$ cat src/rtl/bcd_display_mux.sv
// bcd_display_mux: snapshots four BCD digits once per frame and scans them onto a multiplexed 7-segment display
module bcd_display_mux #(
    parameter int REFRESH_DIV    = 50000,
    parameter int BLANK_CYCLES   = 500,
    parameter bit SEG_ACTIVE_LOW = 1'b1,
    parameter bit AN_ACTIVE_LOW  = 1'b1
) (
    input  logic       clk,
    input  logic       rst,
    input  logic [3:0] Qdata3,
    input  logic [3:0] Qdata2,
    input  logic [3:0] Qdata1,
    input  logic [3:0] Qdata0,
    input  logic       lzb_en,
    output logic [6:0] seg,
    output logic [3:0] an,
    output logic       frame_tick
);
    localparam int PW = $clog2(REFRESH_DIV);
    localparam logic [PW-1:0] P_MAX   = PW'(REFRESH_DIV - 1);
    localparam logic [PW-1:0] P_BLANK = PW'(BLANK_CYCLES);
    localparam logic [6:0] SEG_OFF = {7{SEG_ACTIVE_LOW}};
    localparam logic [3:0] AN_OFF  = {4{AN_ACTIVE_LOW}};
    localparam logic [15:0][6:0] SEG_LUT = {{6{7'h79}}, 7'h6F, 7'h7F, 7'h07, 7'h7D, 7'h6D,
                                            7'h66, 7'h4F, 7'h5B, 7'h06, 7'h3F};

    logic [PW-1:0]   p_q, p_d;
    logic [1:0]      idx_q, idx_d;
    logic            armed_q, armed_d;
    logic [3:0][3:0] dig_q, dig_d;
    logic            lzb_q, lzb_d;
    logic            ft_q, ft_d;
    logic [3:0]      an_q, an_d;
    logic [6:0]      seg_q, seg_d;
    logic            tick, snap, lit;
    logic [3:0]      blank_vec;

    // Scan sequencing, frame snapshot and registered digit drive for the next cycle
    always_comb begin
        tick      = p_q == P_MAX;
        snap      = tick && idx_q == 2'd3;
        p_d       = tick ? '0 : p_q + 1'b1;
        idx_d     = idx_q + {1'b0, tick};
        armed_d   = armed_q | snap;
        dig_d     = snap ? {Qdata3, Qdata2, Qdata1, Qdata0} : dig_q;
        lzb_d     = snap ? lzb_en : lzb_q;
        ft_d      = snap;
        blank_vec = {4{lzb_q}} & {dig_q[3] == 4'd0,
                                  dig_q[3] == 4'd0 && dig_q[2] == 4'd0,
                                  dig_q[3] == 4'd0 && dig_q[2] == 4'd0 && dig_q[1] == 4'd0,
                                  1'b0};
        lit       = armed_q && p_q >= P_BLANK && !blank_vec[idx_q];
        an_d      = (lit ? 4'b0001 << idx_q : 4'b0000) ^ AN_OFF;
        seg_d     = (lit ? SEG_LUT[dig_q[idx_q]] : 7'h00) ^ SEG_OFF;
    end

    // State registers; reset parks the scan on digit 3 so the first tick starts frame 0
    always_ff @(posedge clk or posedge rst) begin
        if (rst) begin
            p_q     <= '0;
            idx_q   <= 2'd3;
            armed_q <= 1'b0;
            dig_q   <= '0;
            lzb_q   <= 1'b0;
            ft_q    <= 1'b0;
            an_q    <= AN_OFF;
            seg_q   <= SEG_OFF;
        end else begin
            p_q     <= p_d;
            idx_q   <= idx_d;
            armed_q <= armed_d;
            dig_q   <= dig_d;
            lzb_q   <= lzb_d;
            ft_q    <= ft_d;
            an_q    <= an_d;
            seg_q   <= seg_d;
        end
    end

    assign an         = an_q;
    assign seg        = seg_q;
    assign frame_tick = ft_q;
endmodule

$ cat config.mk
export PLATFORM = sky130hd
export DESIGN_NAME = bcd_display_mux
export DESIGN_NICKNAME = d
export VERILOG_FILES = /design/src/rtl/bcd_display_mux.sv
export SDC_FILE = /design/constraint.sdc
export NUM_CORES = 1
export LEC_CHECK = 0
export ABC_AREA = 1
export BUFFER_PORTS_ARGS = -buffer_cell sky130_fd_sc_hd__buf_4
export CORE_AREA = 2 2 65 79
export CTS_CLUSTER_SIZE = 8
export DETAILED_ROUTE_END_ITERATION = 6
export DIE_AREA = 0 0 67 81
export GPL_TIMING_DRIVEN = 1
export PLACE_DENSITY_LB_ADDON = 0.12
export SYNTH_ARGS = -nofsm -noshare
export SYNTH_HDL_FRONTEND = slang
export SYNTH_SLANG_ARGS = --single-unit
$ cat constraint.sdc
create_clock -name clk -period 2.1 [get_ports clk]
set_input_delay 0.105 -clock clk [delete_from_list [all_inputs] [get_ports clk]]
set_output_delay 0.105 -clock clk [all_outputs]
set_load 0.005 [all_outputs]
# ---- Word-level counts from Yosys, hierarchy flattened
# Memory sizes are Yosys's and may differ from the RTL's.
# Index checks and enable logic that the tools add are counted.
dict set report totals {
  ff_bits 48
  romBits 112
  out_inout_bits 12
  wordCells 41
  n_memories 1
}
dict set report classes {
  n_addsub 2
  order_cmp 3
  n_eq_ne 2
  shift 1
  muxes 8
  bitwise 4
  n_reduce_logical 9
}
# name words width rd rd_clocked_by_memory_dff wr line
set mem_list {}
lappend mem_list {{(no name shown)} 16 7 1 0 0 54} ;# seg_d = (lit ? SEG_LUT[dig_q[idx_q]] : 7'h00) ^ SEG_OFF;
# cell n
set ops {}
lappend ops {{adder 16 x 1 -> 16 bit (second input constant)} 1}
lappend ops {{== test 16 bit (second input constant)} 1}
lappend ops {{>= comparator 16 x 9 -> 1 bit (second input constant)} 1}
lappend ops {{2-to-1 mux 16 bit} 1}
lappend ops {{2-to-1 mux 7 bit} 2}
lappend ops {{logical NOT 4 bit} 3}
lappend ops {{binary-select mux 4 bit (select 2 bit)} 1}
lappend ops {{2-to-1 mux 4 bit} 2}
lappend ops {{inverter 7 bit} 1}
lappend ops {{logical AND 1 bit} 5}
lappend ops {{< comparator 4 x 5 -> 1 bit (second input constant)} 1}
lappend ops {{AND 4 bit} 1}
lappend ops {{inverter 4 bit} 1}
lappend ops {{<< shifter 1 x 2 -> 4 bit (first input constant)} 1}
lappend ops {{< comparator 2 x 3 -> 1 bit (second input constant)} 1}
lappend ops {{adder 2 x 1 -> 2 bit} 1}
lappend ops {{binary-select mux 1 bit (select 2 bit)} 1}
lappend ops {{== test 2 bit (second input constant)} 1}
lappend ops {{logical NOT 1 bit} 1}
lappend ops {{2-to-1 mux 1 bit} 1}
lappend ops {{OR 1 bit} 1}

# ---- Depth between registers and ports, before layout
# Gate-level depths: netlist of run 1.
dict set report depth {
  ltp_word 10
  mapped_depth 12
  depth_no_buf 11
}

# ---- Least setup slack after synthesis of run 1
# Ideal clock, no wire load.
dict set report synth_timing {
  path_type {register to register}
  startpoint {register idx_q[1]}
  endpoint {register seg_q[3] (netlist: seg[3])}
  t_arrival_ns 1.668
  required_ns 2.039
  path_slack_ns 0.371
  path_stages_with_launch 13
  period_less_slack_ns 1.729
  path_cell_list {dfstp_2 buf_4 inv_2 nand2_1 inv_1 a22o_1 nor2_1 nand2_1 inv_1 ha_1 nand2_1 nand3_1 nand2_1}
}
dict set report synth_between {
  elab_chain_len 6
  elab_cells_between_ends 10
}
# element line
set synth_rtl {}
lappend synth_rtl {{start: declaration} 28} ;# logic [1:0] idx_q, idx_d;
lappend synth_rtl {{start signal: assignment} 70} ;# idx_q <= idx_d;
lappend synth_rtl {{binary-select mux 4 bit (select 2 bit) or binary-select mux 1 bit (select 2 bit) (tied branches)} {54, 52}}
lappend synth_rtl {{2-to-1 mux 4 bit (implied by the code) or 2-to-1 mux 1 bit (tied branches)} {54, 52}}
lappend synth_rtl {{memory (16 x 7 bit) or logical NOT 1 bit (tied branches)} n/a}
lappend synth_rtl {{2-to-1 mux 7 bit (implied by the code) or logical AND 1 bit (tied branches)} {54, 52}}
lappend synth_rtl {{2-to-1 mux 7 bit *} 54}
lappend synth_rtl {{inverter 7 bit (no line) *} n/a}
lappend synth_rtl {{via seg_d[3]} 34} ;# logic [6:0] seg_q, seg_d;
lappend synth_rtl {{end signal: assignment} 76} ;# seg_q <= seg_d;
lappend synth_rtl {{end: declaration} 34}
# The timed path passes the listed nets; every way through them passes the cells marked *. The select of a mux whose other input is x is not followed.
# A chain may end at the register's enable or synchronous reset.

# ---- Worst setup path in the final report of run 1
# Same ends and word-level chain as after synthesis.

==> impl_metrics.toml, run 1 <==
[synth]
synth-seq-area-share = 0.466
synth_fp_nets = 367
synth_top_area_cell = "dfrtp_1"
synth_cells = 340
avgSynthCellArea_um2 = 7.69
yosys_warnings = 0
yosysUniqueCellTypes = 23
synth.cell_area_um2 = 2610
synth_top_area_frac = 0.335
yosys-top-cells-area = "dfrtp_1, nand2_1, dfstp_2"
ys_ff_latch = 48

[worst_setup_path]
crit_slowest_cell = "dfstp_2"
crit_path_max_fanout = 12
startpoint_type = "flip-flop"
path_delay_family = "flip-flops"
crit_top_cell = "nand2_1"
worstPathRequired_ns = 2.34
path_class = "reg2reg"
endpoint_kind = "flip-flop"
path_buf_inv = 3
slowest_delay_ns = 0.67
arrival_ns = 2.15
r2r_slack_ns = 0.19
cp_cell_sequence = "inv_2, nand2_1, inv_1, a22o_1, nor2_1, nand2_1, inv_1, ha_1, nand2_1, nand3_1, nand2_1"

[placed_design]
place_hpwl_um = 3920
gp_congestion = 0.856
placed_area_um2 = 2900
io_buffers = 30
dp_cells = 427

[power_and_ir_drop]
clkPwrFrac = 0.355
combinationalPowerShare = 0.030
power_frac_seq = 0.615
p_switching_mw = 0.323
swShare = 0.215
leakagePower_nw = 1.54
ir_worst_vdd_mv = 0.384
p_int_mw = 1.18
power_density_nw_per_um2 = 502

[floorplan]
fp.dieH_um = 81
die_area_um2 = 5430
ios = 31
rows = 28
start_util = 0.549
fp.dieW_um = 67
core-area_um2 = 4760

[layout]
nFillCells = 456
drive_above_1_share = 0.186
areaGrowthSynthToFinish_pct = 14.6
final_cell_mix = "nand2_1, nor2_1, inv_1, dfrtp_1, buf_4"
final_common_cell = "nand2_1"
multi_input_area_um2 = 1180
register_area_um2 = 1220
antennaDiodeCount = 0
design_area_um2 = 3000
stdcell_count = 436
final_nets = 402

[clocking]
clock_latency_ns = 0.30
cts_tree = "done"
clkSlewWorstSetupHoldPaths_ns = 0.09
h-tree-depth = 2
cts_setup_buffers = 0
clock_path_buffers = 2
clock-sinks = 48
numCtsBuffers = 5
cts-root-buf = "clkbuf_8"

[route]
dr.pass1.iters = 4
drcViolationCount = 0
routed_wl_um = 5180
drtAntennaViolNets = 0
viasPerCell = 4.99
via_count = 2174
wl_per_cell_um = 11.9
drt_iter0_drc = 75

[timing]
setup_violations = 0
period_minus_slack_ns = 1.91
fin_crit_sh = 0.910
report.final.slew_viol_count = 0
tns_ns = 0
tightest_slew_ns = 0.595
maxClockFrequency_mhz = 523
rsz0062_at_grt = "no"
clock_skew_ns = 0.0129
finalHoldViolations = 0
slew_headroom = 0.603

[job]
max_cap_violations = 0

[global_route]
antenna_found_initial = 0
grt_pass1_vias = 1922
grt.total_usage = 0.211
grt_max_degree = 49
grt_pass1_wl_um = 8670
grt.overflow.total = 0

[status]
outcome = "completed"

[min_path]
min_path_type = "in2reg"
[cells by family (layout without fill, tap and decap cells)]
| family | count (synthesis) | after routing | share of synthesized area |
|---|---|---|---|
| fa+ha+maj | 8 | 8 | 0.0383 |
| compound gates | 13 | 13 | 0.0263 |
| xor+xnor | 6 | 6 | 0.0201 |
| flops | 48 | 48 | 0.466 |
| simple gates | 213 | 213 | 0.366 |
| buf+inv | 52 | 88 | 0.0833 |
[cells in the mapped netlist]
master and count:
nor2_1 45, nor2_4 1, dfstp_2 13, buf_6 1
inv_2 6, buf_4 2, nand2_2 2, dfrtp_1 35
nand2_1 114, nand4_1 21, xor2_1 6, clkinv_2 1
nor2_8 2, a21oi_1 3, buf_2 5, inv_1 37
o21ai_0 8, nand3_1 21, a22o_1 1, o21ai_1 1
nand3_4 2, ha_1 8, nor3_1 5
[per-stage QoR]
| step | power (mW) | hold slack, ns | worst slack (ns) | util |
|---|---|---|---|---|
| 2_1_floorplan | 0.955 | 0.260 | 0.371 | - |
| 3_3_place_gp | 0.987 | 0.296 | 0.301 | 0.609 |
| 3_5_place_dp | 0.987 | 0.304 | 0.231 | 0.609 |
| 4_1_cts | 1.53 | 0.0434 | 0.201 | 0.629 |
| 5_1_grt | 1.57 | 0.0483 | 0.0476 | 0.629 |
| 6_report | 1.50 | 0.0458 | 0.189 | 0.629 |
[path summary, 6_finish.rpt]
kind | start | end | cells after the start
max | idx_q[1]$_DFF_PP1_ | seg[3]$_DFF_PP1_ | 11
min | lzb_en | lzb_q$_DFFE_PP0P_ | 3
max reg2reg | idx_q[1]$_DFF_PP1_ | seg[3]$_DFF_PP1_ | 11
min reg2reg | p_q[0]$_DFF_PP0_ | p_q[0]$_DFF_PP0_ | 1
max in group asynchronous | rst | dig_q[11]$_DFFE_PP0P_ | 4
min in group asynchronous | rst | dig_q[7]$_DFFE_PP0P_ | 4
[routing by layer]
layer | routed length, um | share of wire | global-route usage | up-vias
met2 | 2600 | 0.50 | 0.353 | 34
met5 | 0 | 0 | 0 | -
met1 | 2330 | 0.45 | 0.272 | 994
met3 | 157 | 0.030 | 0.0305 | 7
li1 | - | - | - | 1139
met4 | 89 | 0.017 | 0.0857 | 0
[flip-flops by register name (all words and copies together), names as in the netlist]
name / cells
dig_q: 16
p_q: 16
seg: 7
an: 4
idx_q: 2
armed_q: 1
frame_tick: 1
lzb_q: 1
[layout make-up]
type | instances | area share
clock inverters | 2 | 0.00418
multi-input cells | 240 | 0.393
flip-flops and latches | 48 | 0.406
well taps | 60 | 0.0251
inverters | 44 | 0.0556
clock buffers | 6 | 0.0242
repair buffers | 36 | 0.0911
[power by group through the flow]
stage                     logic [mW]  clock network [mW]  registers [mW]
after floorplan               0.0133                   0           0.942
after global placement        0.0445                   0           0.942
after detailed placement      0.0454                   0           0.942
after CTS                     0.0468               0.554           0.925
after global routing          0.0517               0.591           0.925
final                         0.0453               0.534           0.925
[worst reg2reg max path, stage by stage, from the launching register on]
cell and delay, ns:
dfstp_2 0.67, inv_2 0.10, nand2_1 0.08, inv_1 0.05, a22o_1 0.17, nor2_1 0.08
nand2_1 0.09, inv_1 0.12, ha_1 0.25, nand2_1 0.09, nand3_1 0.08, nand2_1 0.07
[timing repair]
action / in CTS / in global routing
resized for setup: 0 / 0
hold buffers: 1 / 0
endpoints found under the hold margin: 35 / 0
setup endpoints to repair: 0 / 0
Note: power is estimated with default switching activity, not from simulation.
==> run 2, diff against run 1 <==
REMOVE_ABC_BUFFERS = 1   (was not set)
SKIP_CTS_REPAIR_TIMING = 1   (was not set)
==> run 2 against run 1 <==
- register-to-register slack is essentially flat
- critical path depth is the same
- worst setup slack gained 0.0015 ns
- non-clock buffer count grew 1
- critical path type unchanged
- critical endpoint unchanged
- largest power group unchanged
==> impl_metrics.toml, run 2 (same netlist as run 1, synthesis figures left out) <==
[floorplan]
start_util = 0.549
ios = 31
fp.dieH_um = 81
core-area_um2 = 4760
fp.dieW_um = 67
die_area_um2 = 5430
rows = 28

[route]
routed_wl_um = 5030
via_count = 2176
dr.pass1.iters = 5
drt_iter0_drc = 119
drtAntennaViolNets = 0
wl_per_cell_um = 11.5
drcViolationCount = 0
viasPerCell = 4.98

[global_route]
grt.total_usage = 0.207
grt_pass1_wl_um = 8740
antenna_found_initial = 0
grt_pass1_vias = 1963
grt.overflow.total = 0
grt_max_degree = 25

[status]
outcome = "completed"

[worst_setup_path]
worstPathRequired_ns = 2.34
arrival_ns = 2.15
startpoint_type = "flip-flop"
endpoint_kind = "flip-flop"
crit_path_max_fanout = 12
path_class = "reg2reg"

[layout]
antennaDiodeCount = 0
stdcell_count = 437
areaGrowthSynthToFinish_pct = 15.9
final_common_cell = "nand2_1"
nFillCells = 446
drive_above_1_share = 0.191
final_nets = 403
final_cell_mix = "nand2_1, nor2_1, inv_1, buf_4, dfrtp_1"
design_area_um2 = 3030

[power_and_ir_drop]
leakagePower_nw = 1.56
power_density_nw_per_um2 = 538
ir_worst_vdd_mv = 0.348

[timing]
rsz0062_at_grt = "no"
clock_skew_ns = 0.00702
period_minus_slack_ns = 1.91
setup_violations = 0
tightest_slew_ns = 0.373
fin_crit_sh = 0.910
finalHoldViolations = 0
slew_headroom = 0.751
tns_ns = 0
maxClockFrequency_mhz = 524
report.final.slew_viol_count = 0

[placed_design]
dp_cells = 428
io_buffers = 30
placed_area_um2 = 2910
place_hpwl_um = 3800
gp_congestion = 1.00

[clocking]
clkSlewWorstSetupHoldPaths_ns = 0.09
clock_latency_ns = 0.30
clock_path_buffers = 2
clock-sinks = 48
cts_tree = "done"
cts-root-buf = "clkbuf_8"
h-tree-depth = 2
numCtsBuffers = 5

[job]
max_cap_violations = 0

[min_path]
min_path_type = "in2reg"
-- run 2: cell types whose count changed in the layout (fill, tap and decap cells not counted) --
cell       before  now
clkbuf_1        1    0
bufinv_16       0    1
buf_4          35   36
-- run 2: cell type report --
cell class,count,area [um^2],share of cell area
Inverter,44,166,0.0549
Multi-Input combinational cell,240,1180,0.389
Tap cell,60,75.1,0.0248
Clock buffer,5,68.8,0.0227
Timing Repair Buffer,37,280,0.0925
Clock inverter,3,42.5,0.0140
Sequential cell,48,1220,0.402
-- run 2: layer usage --
layer  up-vias  track usage  part of all wire
met5         -            0                 0
met4         0       0.0633             0.017
met3         9       0.0332             0.035
met2        48        0.317              0.46
met1       975        0.301              0.49
li1       1144            -                 -
-- run 2: critical path, stage by stage (launching register included) --
cell and delay, ns:
dfstp_2 0.67, inv_2 0.10, nand2_1 0.08, inv_1 0.06, a22o_1 0.18, nor2_1 0.09
nand2_1 0.10, inv_1 0.11, ha_1 0.24, nand2_1 0.09, nand3_1 0.08, nand2_1 0.06
-- run 2: per-stage QoR --
stage               total power, mW  setup slack [ns]   util  hold slack [ns]
detailed placement            0.990             0.240  0.610           0.0301
floorplan                     0.955             0.402      -            0.261
global placement              0.988             0.305  0.610           0.0273
finish                         1.63             0.190  0.636           0.0552
CTS                            1.65             0.195  0.634           -0.299
global route                   1.70           0.00735  0.636           0.0568
-- run 2: final timing paths --
path	from	to	slack, ns	cells past startpoint
min in group asynchronous	rst	p_q[11]$_DFF_PP0_	0.26	3
setup reg to reg	idx_q[1]$_DFF_PP1_	seg[3]$_DFF_PP1_	0.19	11
hold / removal	lzb_en	lzb_q$_DFFE_PP0P_	0.06	3
setup / recovery	idx_q[1]$_DFF_PP1_	seg[3]$_DFF_PP1_	0.19	11
hold reg to reg	p_q[0]$_DFF_PP0_	p_q[0]$_DFF_PP0_	0.47	1
max in group asynchronous	rst	idx_q[0]$_DFF_PP1_	1.24	4
-- run 2: report_power, final --
| group | switching [mW] | leakage, nW | internal (mW) | total (mW) |
|---|---|---|---|---|
| Combinational | 0.0222 | 0.984 | 0.0246 | 0.0467 |
| Clock | 0.305 | 0.0541 | 0.352 | 0.657 |
| Sequential | 0 | 0.522 | 0.925 | 0.925 |
